$ cat src/rtl/follow_pkg.sv
// Shared encodings for the follow controller: FSM states, centroid codes and
// wheel direction values, plus the centroid validity test.
package follow_pkg;

  typedef enum logic [1:0] {
    ST_IDLE   = 2'd0,
    ST_SEARCH = 2'd1,
    ST_TRACK  = 2'd2,
    ST_HOLD   = 2'd3
  } state_e;

  // Bit 0 is the leftmost image column, bit 7 the rightmost.
  localparam logic [7:0] CODE_CENTRE = 8'h18;
  localparam logic [7:0] CODE_L1     = 8'h08;
  localparam logic [7:0] CODE_L2     = 8'h04;
  localparam logic [7:0] CODE_L3     = 8'h02;
  localparam logic [7:0] CODE_L4     = 8'h01;
  localparam logic [7:0] CODE_R1     = 8'h10;
  localparam logic [7:0] CODE_R2     = 8'h20;
  localparam logic [7:0] CODE_R3     = 8'h40;
  localparam logic [7:0] CODE_R4     = 8'h80;

  localparam logic DIR_FWD = 1'b1;
  localparam logic DIR_REV = 1'b0;

  // A target is either the two-bit centre code or a single set bit.
  function automatic logic code_valid(input logic [7:0] code);
    return (code == CODE_CENTRE) ||
           ((code != 8'h00) && ((code & (code - 8'd1)) == 8'h00));
  endfunction

endpackage

$ cat src/rtl/follow_ctrl_pwm_gen.sv
// Two-channel PWM with a shared free-running counter. Shadow duty/direction
// values move to the active set only at counter zero, so pins never glitch.
module pwm_gen
  import follow_pkg::*;
#(
  parameter int c_pwm_period = 2000,
  parameter int c_nb_pwm     = $clog2(c_pwm_period + 1)
) (
  input  logic                clk,
  input  logic                rst,
  input  logic                force_zero_i,
  input  logic                load_i,
  input  logic [c_nb_pwm-1:0] duty_l_i,
  input  logic [c_nb_pwm-1:0] duty_r_i,
  input  logic                dir_l_i,
  input  logic                dir_r_i,
  output logic                pwm_l_o,
  output logic                pwm_r_o,
  output logic                dir_l_o,
  output logic                dir_r_o
);

  localparam logic [c_nb_pwm-1:0] c_last = c_nb_pwm'(c_pwm_period - 1);

  logic [c_nb_pwm-1:0] cnt_q, cnt_d;
  logic                wrap;

  always_comb begin
    cnt_d = (cnt_q == c_last) ? '0 : cnt_q + 1'b1;
    wrap  = (cnt_q == '0);
  end

  always_ff @(posedge clk) begin
    if (rst) cnt_q <= '0;
    else     cnt_q <= cnt_d;
  end

  logic [1:0][c_nb_pwm-1:0] duty_in;
  logic [1:0]               dir_in;
  logic [1:0]               pwm_vec;
  logic [1:0]               dir_vec;

  assign duty_in = {duty_r_i, duty_l_i};
  assign dir_in  = {dir_r_i, dir_l_i};

  generate
    for (genvar gi = 0; gi < 2; gi++) begin : g_chan
      logic [c_nb_pwm-1:0] shd_q, shd_d, act_q, act_d;
      logic                sdir_q, sdir_d, adir_q, adir_d;
      logic                pwm_q, pwm_d;

      always_comb begin
        shd_d  = shd_q;
        sdir_d = sdir_q;
        act_d  = act_q;
        adir_d = adir_q;
        if (load_i) begin
          shd_d  = duty_in[gi];
          sdir_d = dir_in[gi];
        end
        if (wrap) begin
          act_d  = shd_q;
          adir_d = sdir_q;
        end
        // Forcing bypasses the period boundary and parks the shadow at idle.
        if (force_zero_i) begin
          shd_d  = '0;
          sdir_d = DIR_FWD;
          act_d  = '0;
        end
        pwm_d = !force_zero_i && (cnt_q < act_d);
      end

      always_ff @(posedge clk) begin
        if (rst) begin
          shd_q  <= '0;
          sdir_q <= 1'b0;
          act_q  <= '0;
          adir_q <= 1'b0;
          pwm_q  <= 1'b0;
        end else begin
          shd_q  <= shd_d;
          sdir_q <= sdir_d;
          act_q  <= act_d;
          adir_q <= adir_d;
          pwm_q  <= pwm_d;
        end
      end

      assign pwm_vec[gi] = pwm_q;
      assign dir_vec[gi] = adir_q;
    end
  endgenerate

  assign pwm_l_o = pwm_vec[0];
  assign pwm_r_o = pwm_vec[1];
  assign dir_l_o = dir_vec[0];
  assign dir_r_o = dir_vec[1];

endmodule

$ cat src/rtl/follow_ctrl.sv
// Search/track/hold sequencer: turns per-frame centroid and proximity results
// into wheel duty/direction commands for the PWM generator.
module follow_ctrl
  import follow_pkg::*;
#(
  parameter int c_nb_centroid = 8,
  parameter int c_nb_prox     = 3,
  parameter int c_pwm_period  = 2000,
  parameter int c_nb_pwm      = $clog2(c_pwm_period + 1),
  parameter int c_duty_max    = 1600,
  parameter int c_search_duty = 800,
  parameter int c_slow_prox   = 3,
  parameter int c_stop_prox   = 4,
  parameter int c_lost_frames = 8
) (
  input  logic                     clk,
  input  logic                     rst,
  input  logic                     enable_i,
  input  logic                     new_centroid_i,
  input  logic [c_nb_centroid-1:0] centroid_i,
  input  logic [c_nb_prox-1:0]     proximity_i,
  output logic                     motor_l_pwm_o,
  output logic                     motor_r_pwm_o,
  output logic                     motor_l_dir_o,
  output logic                     motor_r_dir_o,
  output logic [1:0]               state_o,
  output logic                     new_cmd_o
);

  localparam int c_nb_lost = $clog2(c_lost_frames + 1);
  localparam logic [c_nb_pwm-1:0]  c_full   = c_nb_pwm'(c_duty_max);
  localparam logic [c_nb_pwm-1:0]  c_search = c_nb_pwm'(c_search_duty);
  localparam logic [c_nb_lost-1:0] c_lost   = c_nb_lost'(c_lost_frames);

  state_e               state_q, state_d;
  logic [c_nb_lost-1:0] lost_q, lost_d, lost_inc;
  logic                 new_cmd_q, new_cmd_d;

  logic                valid, centre, close;
  logic [c_nb_pwm-1:0] base, map_l, map_r;
  logic                load;
  logic [c_nb_pwm-1:0] shd_l, shd_r;
  logic                shd_dir_l, shd_dir_r;

  always_comb begin
    valid  = code_valid(centroid_i);
    centre = (centroid_i == CODE_CENTRE);
    close  = (proximity_i >= c_nb_prox'(c_stop_prox));
    base   = (proximity_i < c_nb_prox'(c_slow_prox)) ? c_full : (c_full >> 1);
    map_l  = base;
    map_r  = base;
    // Steer by slowing the wheel on the side the target lies.
    case (centroid_i)
      CODE_L1: map_l = base - (base >> 2);
      CODE_L2: map_l = base >> 1;
      CODE_L3: map_l = base >> 2;
      CODE_L4: map_l = '0;
      CODE_R1: map_r = base - (base >> 2);
      CODE_R2: map_r = base >> 1;
      CODE_R3: map_r = base >> 2;
      CODE_R4: map_r = '0;
      default: ;
    endcase
  end

  always_comb begin
    lost_inc  = (lost_q >= c_lost) ? lost_q : lost_q + 1'b1;
    state_d   = state_q;
    lost_d    = lost_q;
    load      = 1'b0;
    shd_l     = map_l;
    shd_r     = map_r;
    shd_dir_l = DIR_FWD;
    shd_dir_r = DIR_FWD;

    if (!enable_i) begin
      state_d = ST_IDLE;
      lost_d  = '0;
    end else begin
      case (state_q)
        ST_IDLE: begin
          state_d   = ST_SEARCH;
          lost_d    = '0;
          load      = 1'b1;
          shd_l     = c_search;
          shd_r     = c_search;
          shd_dir_l = DIR_REV;
        end
        ST_SEARCH: begin
          if (new_centroid_i && valid) begin
            state_d = ST_TRACK;
            lost_d  = '0;
            load    = 1'b1;
          end
        end
        default: begin
          if (new_centroid_i) begin
            if (!valid) begin
              if (lost_inc == c_lost) begin
                state_d   = ST_SEARCH;
                lost_d    = '0;
                load      = 1'b1;
                shd_l     = c_search;
                shd_r     = c_search;
                shd_dir_l = DIR_REV;
              end else begin
                lost_d = lost_inc;
              end
            end else begin
              lost_d = '0;
              load   = 1'b1;
              if (centre && close) begin
                state_d = ST_HOLD;
                shd_l   = '0;
                shd_r   = '0;
              end else begin
                state_d = ST_TRACK;
              end
            end
          end
        end
      endcase
    end
    new_cmd_d = load;
  end

  always_ff @(posedge clk) begin
    if (rst) begin
      state_q   <= ST_IDLE;
      lost_q    <= '0;
      new_cmd_q <= 1'b0;
    end else begin
      state_q   <= state_d;
      lost_q    <= lost_d;
      new_cmd_q <= new_cmd_d;
    end
  end

  pwm_gen #(
    .c_pwm_period (c_pwm_period),
    .c_nb_pwm     (c_nb_pwm)
  ) u_pwm (
    .clk          (clk),
    .rst          (rst),
    .force_zero_i (!enable_i),
    .load_i       (load),
    .duty_l_i     (shd_l),
    .duty_r_i     (shd_r),
    .dir_l_i      (shd_dir_l),
    .dir_r_i      (shd_dir_r),
    .pwm_l_o      (motor_l_pwm_o),
    .pwm_r_o      (motor_r_pwm_o),
    .dir_l_o      (motor_l_dir_o),
    .dir_r_o      (motor_r_dir_o)
  );

  assign state_o   = state_q;
  assign new_cmd_o = new_cmd_q;

endmodule

$ cat config.mk
export PLATFORM = sky130hd
export DESIGN_NAME = follow_ctrl
export DESIGN_NICKNAME = d
export VERILOG_FILES = /design/src/rtl/follow_pkg.sv /design/src/rtl/follow_ctrl_pwm_gen.sv /design/src/rtl/follow_ctrl.sv
export SDC_FILE = /design/constraint.sdc
export NUM_CORES = 1
export LEC_CHECK = 0
export BUFFER_PORTS_ARGS = -buffer_cell sky130_fd_sc_hd__buf_2
export CAP_MARGIN = 20
export CORE_UTILIZATION = 55
export DETAILED_ROUTE_END_ITERATION = 8
export PLACE_DENSITY = 0.73
export SLEW_MARGIN = 0
export SYNTH_ARGS = -nofsm -noshare
export SYNTH_HDL_FRONTEND = slang
export SYNTH_SLANG_ARGS = --single-unit
export TNS_END_PERCENT = 100
$ cat constraint.sdc
create_clock -name clk -period 5.78 [get_ports clk]
set_input_delay 0.289 -clock clk [delete_from_list [all_inputs] [get_ports clk]]
set_output_delay 0.289 -clock clk [all_outputs]
set_load 0.1 [all_outputs]
* Yosys cells after proc, flatten, opt, wreduce, memory -nomap -nowiden
Cells that the tools add are included.
** Storage, ports and cells
- Input bits :: 15
- Bits in registers :: 68
- Logic and storage cells :: 98
- Output and inout bits :: 7
** Operators by class
- Reduce and logical (&&, ||, !) cells :: 16
- Bitwise gates (word level) :: 2
- Magnitude comparators :: 5
- Multiplexer cells :: 43
- Equal/unequal tests :: 14
- Add/sub/neg operators :: 4
** Operators with widths (number)
- 2-to-1 mux 11 bit :: 13
- one-hot mux 11 bit (4 select lines) :: 2
- one-hot mux 11 bit (2 select lines) :: 2
- less-than comparator 11 bit :: 2
- 2-to-1 mux 4 bit :: 5
- == test 8 x 5 -> 1 bit (second input constant) :: 2
- 2-to-1 mux 1 bit :: 13
- adder 11 x 1 -> 11 bit (second input constant) :: 1
- == test 11 bit (second input constant) :: 1
- logical NOT 11 bit :: 1
- subtractor 11 x 9 -> 11 bit :: 1
- bitwise AND 8 bit :: 1
- == test 8 x 1 -> 1 bit (second input constant) :: 1
- == test 8 x 2 -> 1 bit (second input constant) :: 1
- == test 8 x 3 -> 1 bit (second input constant) :: 1
- == test 8 x 4 -> 1 bit (second input constant) :: 1
- == test 8 x 6 -> 1 bit (second input constant) :: 1
- == test 8 x 7 -> 1 bit (second input constant) :: 1
- == test 8 bit (second input constant) :: 1
- logical NOT 8 bit :: 1
- 2-to-1 mux 2 bit :: 4
- one-hot mux 4 bit (2 select lines) :: 1
- nonzero test 8 bit :: 1
- subtractor 8 x 1 -> 8 bit (second input constant) :: 1
- 19 further kinds :: 25

* Logic depth before layout (Yosys ltp)
Gate-level depths: netlist of the first run.
- Word-level depth :: 11
- Depth in mapped cells :: 14
- Depth with buffers taken out :: 13

* Modules after synthesis
Synthesis of the first run repeated with hierarchy kept, for this count alone.
** Second synthesis, totals
- Cells, all modules :: 502
- Area, all modules :: 4264.1 µm²
** By module, submodules not included
- pwm_gen :: area an instance 2839.0 µm², cells each 294, seq. area each 1221.2 µm², times used 1
- follow_ctrl :: area an instance 1425.1 µm², cells each 208, seq. area each 140.1 µm², times used 1

* Worst setup path before layout of the first run
OpenSTA, ideal clock, no wires.
- Kind :: reg-to-reg
- From :: register u_pwm.cnt_q[0]
- To :: register u_pwm.g_chan[1].pwm_q, in the netlist u_pwm.pwm_r_o
- Library setup time :: 0.059 ns
- Data arrival time :: 2.897 ns
- Cell stages (with the launch flop) :: 15
- Buffers on the path :: 1
- Period minus slack after synthesis :: 2.956 ns
- Data required time :: 5.721 ns
- Path slack :: 2.824 ns
- Cell sequence :: dfxtp_1 -> inv_1 -> ha_1 -> nor4b_1 -> nand3_1 -> clkbuf_1 -> mux2_2 -> nand2_1 -> ha_1 -> a21oi_1 -> nor2b_1 -> o21ai_0 -> a21oi_1 -> a2111oi_0 -> o31a_1
** Between the ends
- Cells in the longest elaborated chain, start to end :: 5
** Ends and longest elaborated chain
- start, declared :: line follow_ctrl_pwm_gen.sv:25 : logic [c_nb_pwm-1:0] cnt_q, cnt_d;
- start signal, assigned :: line follow_ctrl_pwm_gen.sv:35 : else cnt_q <= cnt_d;
- logical NOT 11 bit :: line follow_ctrl_pwm_gen.sv:30 : wrap = (cnt_q == '0);
- 2-to-1 mux 11 bit :: line follow_ctrl_pwm_gen.sv:61 : if (wrap) begin
- 2-to-1 mux 11 bit :: line follow_ctrl_pwm_gen.sv:66 : if (force_zero_i) begin
- less-than comparator 11 bit (*) :: line follow_ctrl_pwm_gen.sv:71 : pwm_d = !force_zero_i && (cnt_q < act_d);
- logical AND 1 bit (*) :: line follow_ctrl_pwm_gen.sv:71
- end signal, assigned :: line follow_ctrl_pwm_gen.sv:86 : pwm_q <= pwm_d;
- end, declared :: line follow_ctrl_pwm_gen.sv:50 : logic pwm_q, pwm_d;
Every way passes the cells marked *; elsewhere a longest branch is shown, timed or not.
A chain may end at the register's enable or synchronous reset.

* Worst setup path in the final report of the first run
Ends and elaborated chain as after synthesis.

==> results.cfg, run 1 <==
[clock_tree]
ctsLongestPathBuffers = 2
clk_latency_ns = 0.35
numCtsBuffers = 9
ctsHoldBuffers = 0
cts_setup_buffers = 0
ctsHtreeMaxLevel = 3
root_buffer = clkbuf_8
cts-resized-gates = 0
clk_pin_slew_ns = 0.07
cts_tree = built
cts.sink_count = 62

[global_route]
grt_util_all_layers_pct = 26.1
grt_max_degree = 28
grt_pass1_wl_um = 14800
grt_pass1_vias = 2945
grt.overflow.total = 0
grt_antenna_before_repair = 0

[power_and_ir_drop]
combPwrFrac_pct = 14.9
vdd_drop_max_mv = 0.193
power.share.clock_pct = 44.1
switchingPower_uw = 283
power_frac_seq_pct = 41.1
powerDensity_nw_per_um2 = 266
swShare_pct = 26.1
p_leak_nw = 1.62
p_int_uw = 799

[synth]
synth_flop_cell = dfxtp_1
synth_top_cells_by_area = dfxtp_1, ha_1, nor2_1, nand2_1, mux2_2
ys_ff_latch = 62
synth_area_per_cell_um2 = 8.03
ys_seq_area_share_pct = 33.3
syn_nets = 503
syn_area_um2 = 3730
synth_edf_count = 0
ys_types = 57
synth_warnings = 0
synth_area_leader_cell = dfxtp_1
synthCells = 464
asyncSetResetFlopFracSynth_pct = 0
synth_top_area_share_pct = 33.3

[critical_path]
crit_slowest_cell = a2111oi_0
worstPathArrival_ns = 3.38
cp_max_fo = 27
startpoint_type = flip-flop
critPathMaxStageDelay_ns = 0.43
worst-setup-path-type = reg2reg
end_kind = flip-flop
r2r_slack_ns = 2.69
r2r_cells = 14
worstPathRequired_ns = 6.07
crit_chain = inv_1, ha_1, nor4b_1, nand3_1, buf_4, mux2_2, nand2_1, ha_1, a21oi_1, nor2b_1, o21ai_0, a21oi_1, a2111oi_0, o31a_1

[sta]
hold_viol_final = 0
fmax_mhz = 324
slew_viol_final = 0
tightest_slew_ns = 0.672
layout_min_cycle_time_ns = 3.09
rsz0062_at_grt = no
fin_setup_tns_ns = 0
clock_skew_ns = 0.00647
setup_viol = 0
fin_crit_sh_pct = 53.4
slew_headroom_pct = 55.2

[final_layout]
final_common_cell = dfxtp_1
layout-drive-gt1-share_pct = 13.4
stdcell_area_um2 = 4070
final_cell_mix = dfxtp_1, nor2_1, nand2_1
nNetsFinal = 505
diodes = 0
syn_to_final_growth_pct = 9.06

[placement]
dp_hpwl_um = 6060
placed_area_um2 = 3820
port_buffers = 21
routabilityCongestion = 0.904

[drt]
num_vias = 3375
wirelength_um = 8870
avgViaCountPerCell = 6.16
wl_per_cell_um = 16.2
drtAntennaViolNets = 0
drt_iter0_markers = 252
drc_errors = 2
firstDrtPassIters = 9

[die]
core_um2 = 6460
die_area_um2 = 7110
die_w_um = 84.3
fp-row-count = 29
ioPinCount = 22
start_util_pct = 57.7
die_h_um = 84.3

[status]
violations = DRC
status = complete, but fails checks

[hold_path]
min_path_type = in2reg
min_path_cells = 3

[job]
max_cap_violations = 0
final timing paths:
kind	from	endpoint
max	u_pwm.cnt_q[0]	u_pwm.pwm_r_o
min reg2reg	u_pwm.g_chan[1].shd_q[4]	u_pwm.g_chan[1].shd_q[4]
max reg2reg	u_pwm.cnt_q[0]	u_pwm.pwm_r_o
min	new_centroid_i	lost_q[3]
synth_stat cells (3+ instances only):
cell and number:
o31ai_1 6, nor2_1 58, nand4_1 6, a211oi_1 3, a21o_1 4, a32o_1 4, a21oi_1 29, ha_1 24
and2_1 3, inv_1 10, xor2_1 3, or3_1 6, mux2_2 17, o22ai_1 3, o21ai_0 21, o2111ai_1 4
o31a_1 3, buf_2 3, nor4_1 4, nor2b_1 6, and3_1 11, xnor2_1 9, buf_1 4, dfxtp_1 62
clkbuf_1 24, a31oi_1 8, nand3_1 20, nand2b_1 7, nand2_1 51, nor3_1 11
registers in the layout, indices dropped and copies added (netlist names):
| signal | cells |
|---|---|
| u_pwm.g_chan.shd_q | 16 |
| new_cmd_o | 1 |
| u_pwm.g_chan.act_q | 22 |
| u_pwm.dir_l_o | 1 |
| u_pwm.dir_r_o | 1 |
| u_pwm.cnt_q | 11 |
| state_o | 2 |
| u_pwm.pwm_r_o | 1 |
| u_pwm.pwm_l_o | 1 |
| u_pwm.g_chan.sdir_q | 2 |
| lost_q | 4 |
cell families (layout without fill, tap and decap cells):
logic type / after synthesis / in the layout / share of synthesized area [%]
compound gates: 108 / 108 / 20.1
xor+xnor: 12 / 12 / 2.82
fa+ha+maj: 26 / 26 / 8.59
buf+inv: 43 / 50 / 4.63
flops: 62 / 62 / 33.3
mux: 19 / 19 / 5.67
simple gates: 194 / 194 / 24.9
worst max-delay path: cells and delay by family, from the launching register on:
kind	cells	cell delay, ns
buffers and inverters	2	0.40
flip-flops	1	0.39
AND/OR/NAND/NOR	4	0.37
multiplexers	1	0.37
adder cells (fa/ha/maj)	2	0.44
AO/OA/AOI/OAI	5	1.03
layer usage:
metal	up-vias	share of wire, %	GRT usage (%)
met5	-	0	0
met3	17	5.3	6.00
met4	0	1.5	8.93
li1	1686	-	-
met2	98	45	39.5
met1	1574	48	36.7
area by class of cell:
| type | count | area (µm²) |
|---|---|---|
| fillers | 537 | 2390 |
| clock buffers | 13 | 159 |
| multi-input cells | 359 | 2310 |
| flip-flops and latches | 62 | 1240 |
| clock inverters | 3 | 90.1 |
| repair buffers | 24 | 128 |
| well taps | 77 | 96.3 |
| inverters | 10 | 37.5 |
power groups by stage:
stage	Clock, mW	Combinational [mW]	Sequential, mW
2_1_floorplan	0	0.106	0.474
3_3_place_gp	0	0.155	0.454
3_5_place_dp	0	0.158	0.454
4_1_cts	0.485	0.159	0.444
5_1_grt	0.502	0.174	0.446
6_report	0.477	0.161	0.445
through the flow:
step           power [mW]  worst slack, ns  hold slack [ns]  util (%)  instances
3_5_place_dp        0.612             2.78            0.447      59.1        532
6_report             1.08             2.69            0.278      62.9        548
3_3_place_gp        0.609             2.82            0.449      59.1        532
2_1_floorplan       0.581             2.82            0.429         -        464
4_1_cts              1.09             2.69            0.268      62.9        548
5_1_grt              1.12             2.37            0.279      62.9        548
Power figures use the tool's default switching activity.
==> run 2: changes to the inputs <==
--- a/config.mk
+++ b/config.mk
@@ -5,6 +5,7 @@
 export SDC_FILE = /design/constraint.sdc
 export NUM_CORES = 1
 export LEC_CHECK = 0
+export ABC_AREA = 1
 export BUFFER_PORTS_ARGS = -buffer_cell sky130_fd_sc_hd__buf_2
 export CAP_MARGIN = 20
 export CORE_UTILIZATION = 55
==> constraint.sdc (replaced) <==
create_clock -name clk -period 2.9 [get_ports clk]
set_input_delay 0.145 -clock clk [delete_from_list [all_inputs] [get_ports clk]]
set_output_delay 0.145 -clock clk [all_outputs]
set_load 0.1 [all_outputs]
==> results.cfg, run 2 <==
[status]
status = finished, final reports clean

[die]
fp-row-count = 28
core_um2 = 5990
start_util_pct = 57.7
die_w_um = 81.3
ioPinCount = 22
die_h_um = 81.3
die_area_um2 = 6600

[power_and_ir_drop]
powerDensity_nw_per_um2 = 543
power.share.clock_pct = 40.5
combPwrFrac_pct = 16.3
p_leak_nw = 1.74
power_frac_seq_pct = 43.3
switchingPower_uw = 622
p_int_mw = 1.46
vdd_drop_max_mv = 0.439
swShare_pct = 29.8

[critical_path]
crit_buf_inv = 2
worstPathRequired_ns = 3.15
startpoint_type = flip-flop
worstPathArrival_ns = 2.79
cp_max_fo = 18
r2r_cells = 14
cpLargestDelayFamily = compound AO/OA/AOI/OAI gates
crit_top_cell = nor2_1
r2r_slack_ns = 0.36
r2r-end = u_pwm.pwm_r_o
end_kind = flip-flop
worst-setup-path-type = reg2reg
r2r-start = u_pwm.cnt_q[0]
crit_chain = inv_1, ha_1, nand4_1, nor2_1, inv_1, o21ai_0, ha_1, a21oi_1, nor2_1, nor2_1, nor2_1, o21ai_0, nand2_1, a311oi_1
critPathMaxStageDelay_ns = 0.41
crit_slowest_cell = dfxtp_1

[sta]
hold_viol_final = 0
setup_viol = 0
fin_ws_ns = 0.359
fin_setup_tns_ns = 0
fmax_mhz = 394
layout_min_cycle_time_ns = 2.54
slew_headroom_pct = 57.4
rsz0062_at_grt = no
hold_slack_ns = 0.0891
clock_skew_ns = 0.0102
tightest_slew_ns = 0.638
fin_crit_sh_pct = 87.6
slew_viol_final = 0

[final_layout]
diodes = 0
final_core_util_pct = 64.1
seq_area_um2 = 1240
largest_register = u_pwm.g_chan.act_q
nNetsFinal = 558
nFillCells = 554
final_common_cell = nor2_1
multi_input_area_um2 = 1950
layout-drive-gt1-share_pct = 12.2
final_cell_mix = nor2_1, nand2_1, dfxtp_1
largest_reg_flops = 22
syn_to_final_growth_pct = 11.2
reg_top3 = u_pwm.g_chan.act_q (22), u_pwm.g_chan.shd_q (16), u_pwm.cnt_q (11)
stdcell_area_um2 = 3840

[clock_tree]
ctsHoldBuffers = 0
clk_latency_ns = 0.34
root_buffer = clkbuf_8
ctsHtreeMaxLevel = 3
cts_tree = built
cts.sink_count = 62
cts-resized-gates = 0
clk_pin_slew_ns = 0.08
ctsLongestPathBuffers = 2
numCtsBuffers = 9
cts_setup_buffers = 0

[placement]
dp_hpwl_um = 5740
pre_cts_ws_ns = 0.403
port_buffers = 21
routabilityCongestion = 0.879
placed_area_um2 = 3620

[synth]
synth_warnings = 0
syn_area_um2 = 3450
synth_most_common_cell = nor2_1
ys_seq_area_share_pct = 35.9
synth_top_cells_by_area = dfxtp_1, nor2_1, nand2_1, ha_1, inv_1
ys_ff_latch = 62
synthCells = 496
synth_area_per_cell_um2 = 6.96
ys_types = 39
synth_common_cells = nor2_1, nand2_1, dfxtp_1
asyncSetResetFlopFracSynth_pct = 0
syn_nets = 535
synth_area_leader_cell = dfxtp_1
synth_top_area_share_pct = 35.9
synth_edf_count = 0
synth_flop_cell = dfxtp_1

[drt]
wl_per_cell_um = 13.0
avgViaCountPerCell = 5.34
num_vias = 3201
drt_iter0_markers = 219
wirelength_um = 7800
drtAntennaViolNets = 0
firstDrtPassIters = 4
drc_errors = 0

[global_route]
grt_max_degree = 27
grt_pass1_vias = 2817
grt_pass1_wl_um = 12700
grt_util_all_layers_pct = 25.5
grt_antenna_before_repair = 0
grt.overflow.total = 0

[hold_path]
worstHoldEndpoint = u_pwm.g_chan[0].sdir_q
min_path_cells = 2
min_path_type = in2reg
worstHoldStart = enable_i

[job]
max_cap_violations = 0
-- run 2: how the worst max path moves through the flow --
| stage | startpoint | to | cells past startpoint |
|---|---|---|---|
| after CTS | u_pwm.cnt_q[0] | u_pwm.pwm_r_o | 14 |
| after global placement | u_pwm.cnt_q[0] | u_pwm.pwm_r_o | 14 |
| after floorplan | u_pwm.cnt_q[0] | u_pwm.pwm_r_o | 17 |
| after global routing | u_pwm.cnt_q[0] | u_pwm.pwm_r_o | 14 |
| final | u_pwm.cnt_q[0] | u_pwm.pwm_r_o | 14 |
| after detailed placement | u_pwm.cnt_q[0] | u_pwm.pwm_r_o | 14 |
-- run 2: kinds of logic after synthesis --
kind of cell    after synthesis  share of synthesized area, %
buf+inv                      64                          7.75
simple gates                257                          33.3
fa+ha+maj                    24                          8.69
flops                        62                          35.9
xor+xnor                      4                          1.01
compound gates               85                          13.3
-- run 2: routing by layer --
metal | GRT usage, % | part of all wire, % | vias to the layer above
met5 | 0 | 0 | -
met4 | 12.0 | 2.7 | 0
met3 | 4.72 | 4.8 | 19
met2 | 37.2 | 42 | 76
met1 | 35.9 | 51 | 1434
li1 | - | - | 1672
-- run 2: power groups by stage --
stage          sequential [mW]  combinational [mW]  clock [mW]
6_report                 0.903               0.340       0.844
5_1_grt                  0.906               0.383       0.890
3_3_place_gp             0.921               0.330           0
3_5_place_dp             0.922               0.335           0
2_1_floorplan            0.976               0.205           0
4_1_cts                  0.902               0.339       0.856
-- run 2: area by class of cell --
type                    instances  area share [%]
inverters                      51            5.31
repair buffers                 25            3.52
clock inverters                 7            2.54
multi-input cells             370            50.7
flip-flops and latches         62            32.3
well taps                      75            2.44
clock buffers                   9            3.22
-- run 2: stage by stage --
stage	power, mW	instances
4_1_cts	2.10	599
3_5_place_dp	1.26	583
3_3_place_gp	1.25	583
5_1_grt	2.18	599
2_1_floorplan	1.18	496
6_report	2.09	599
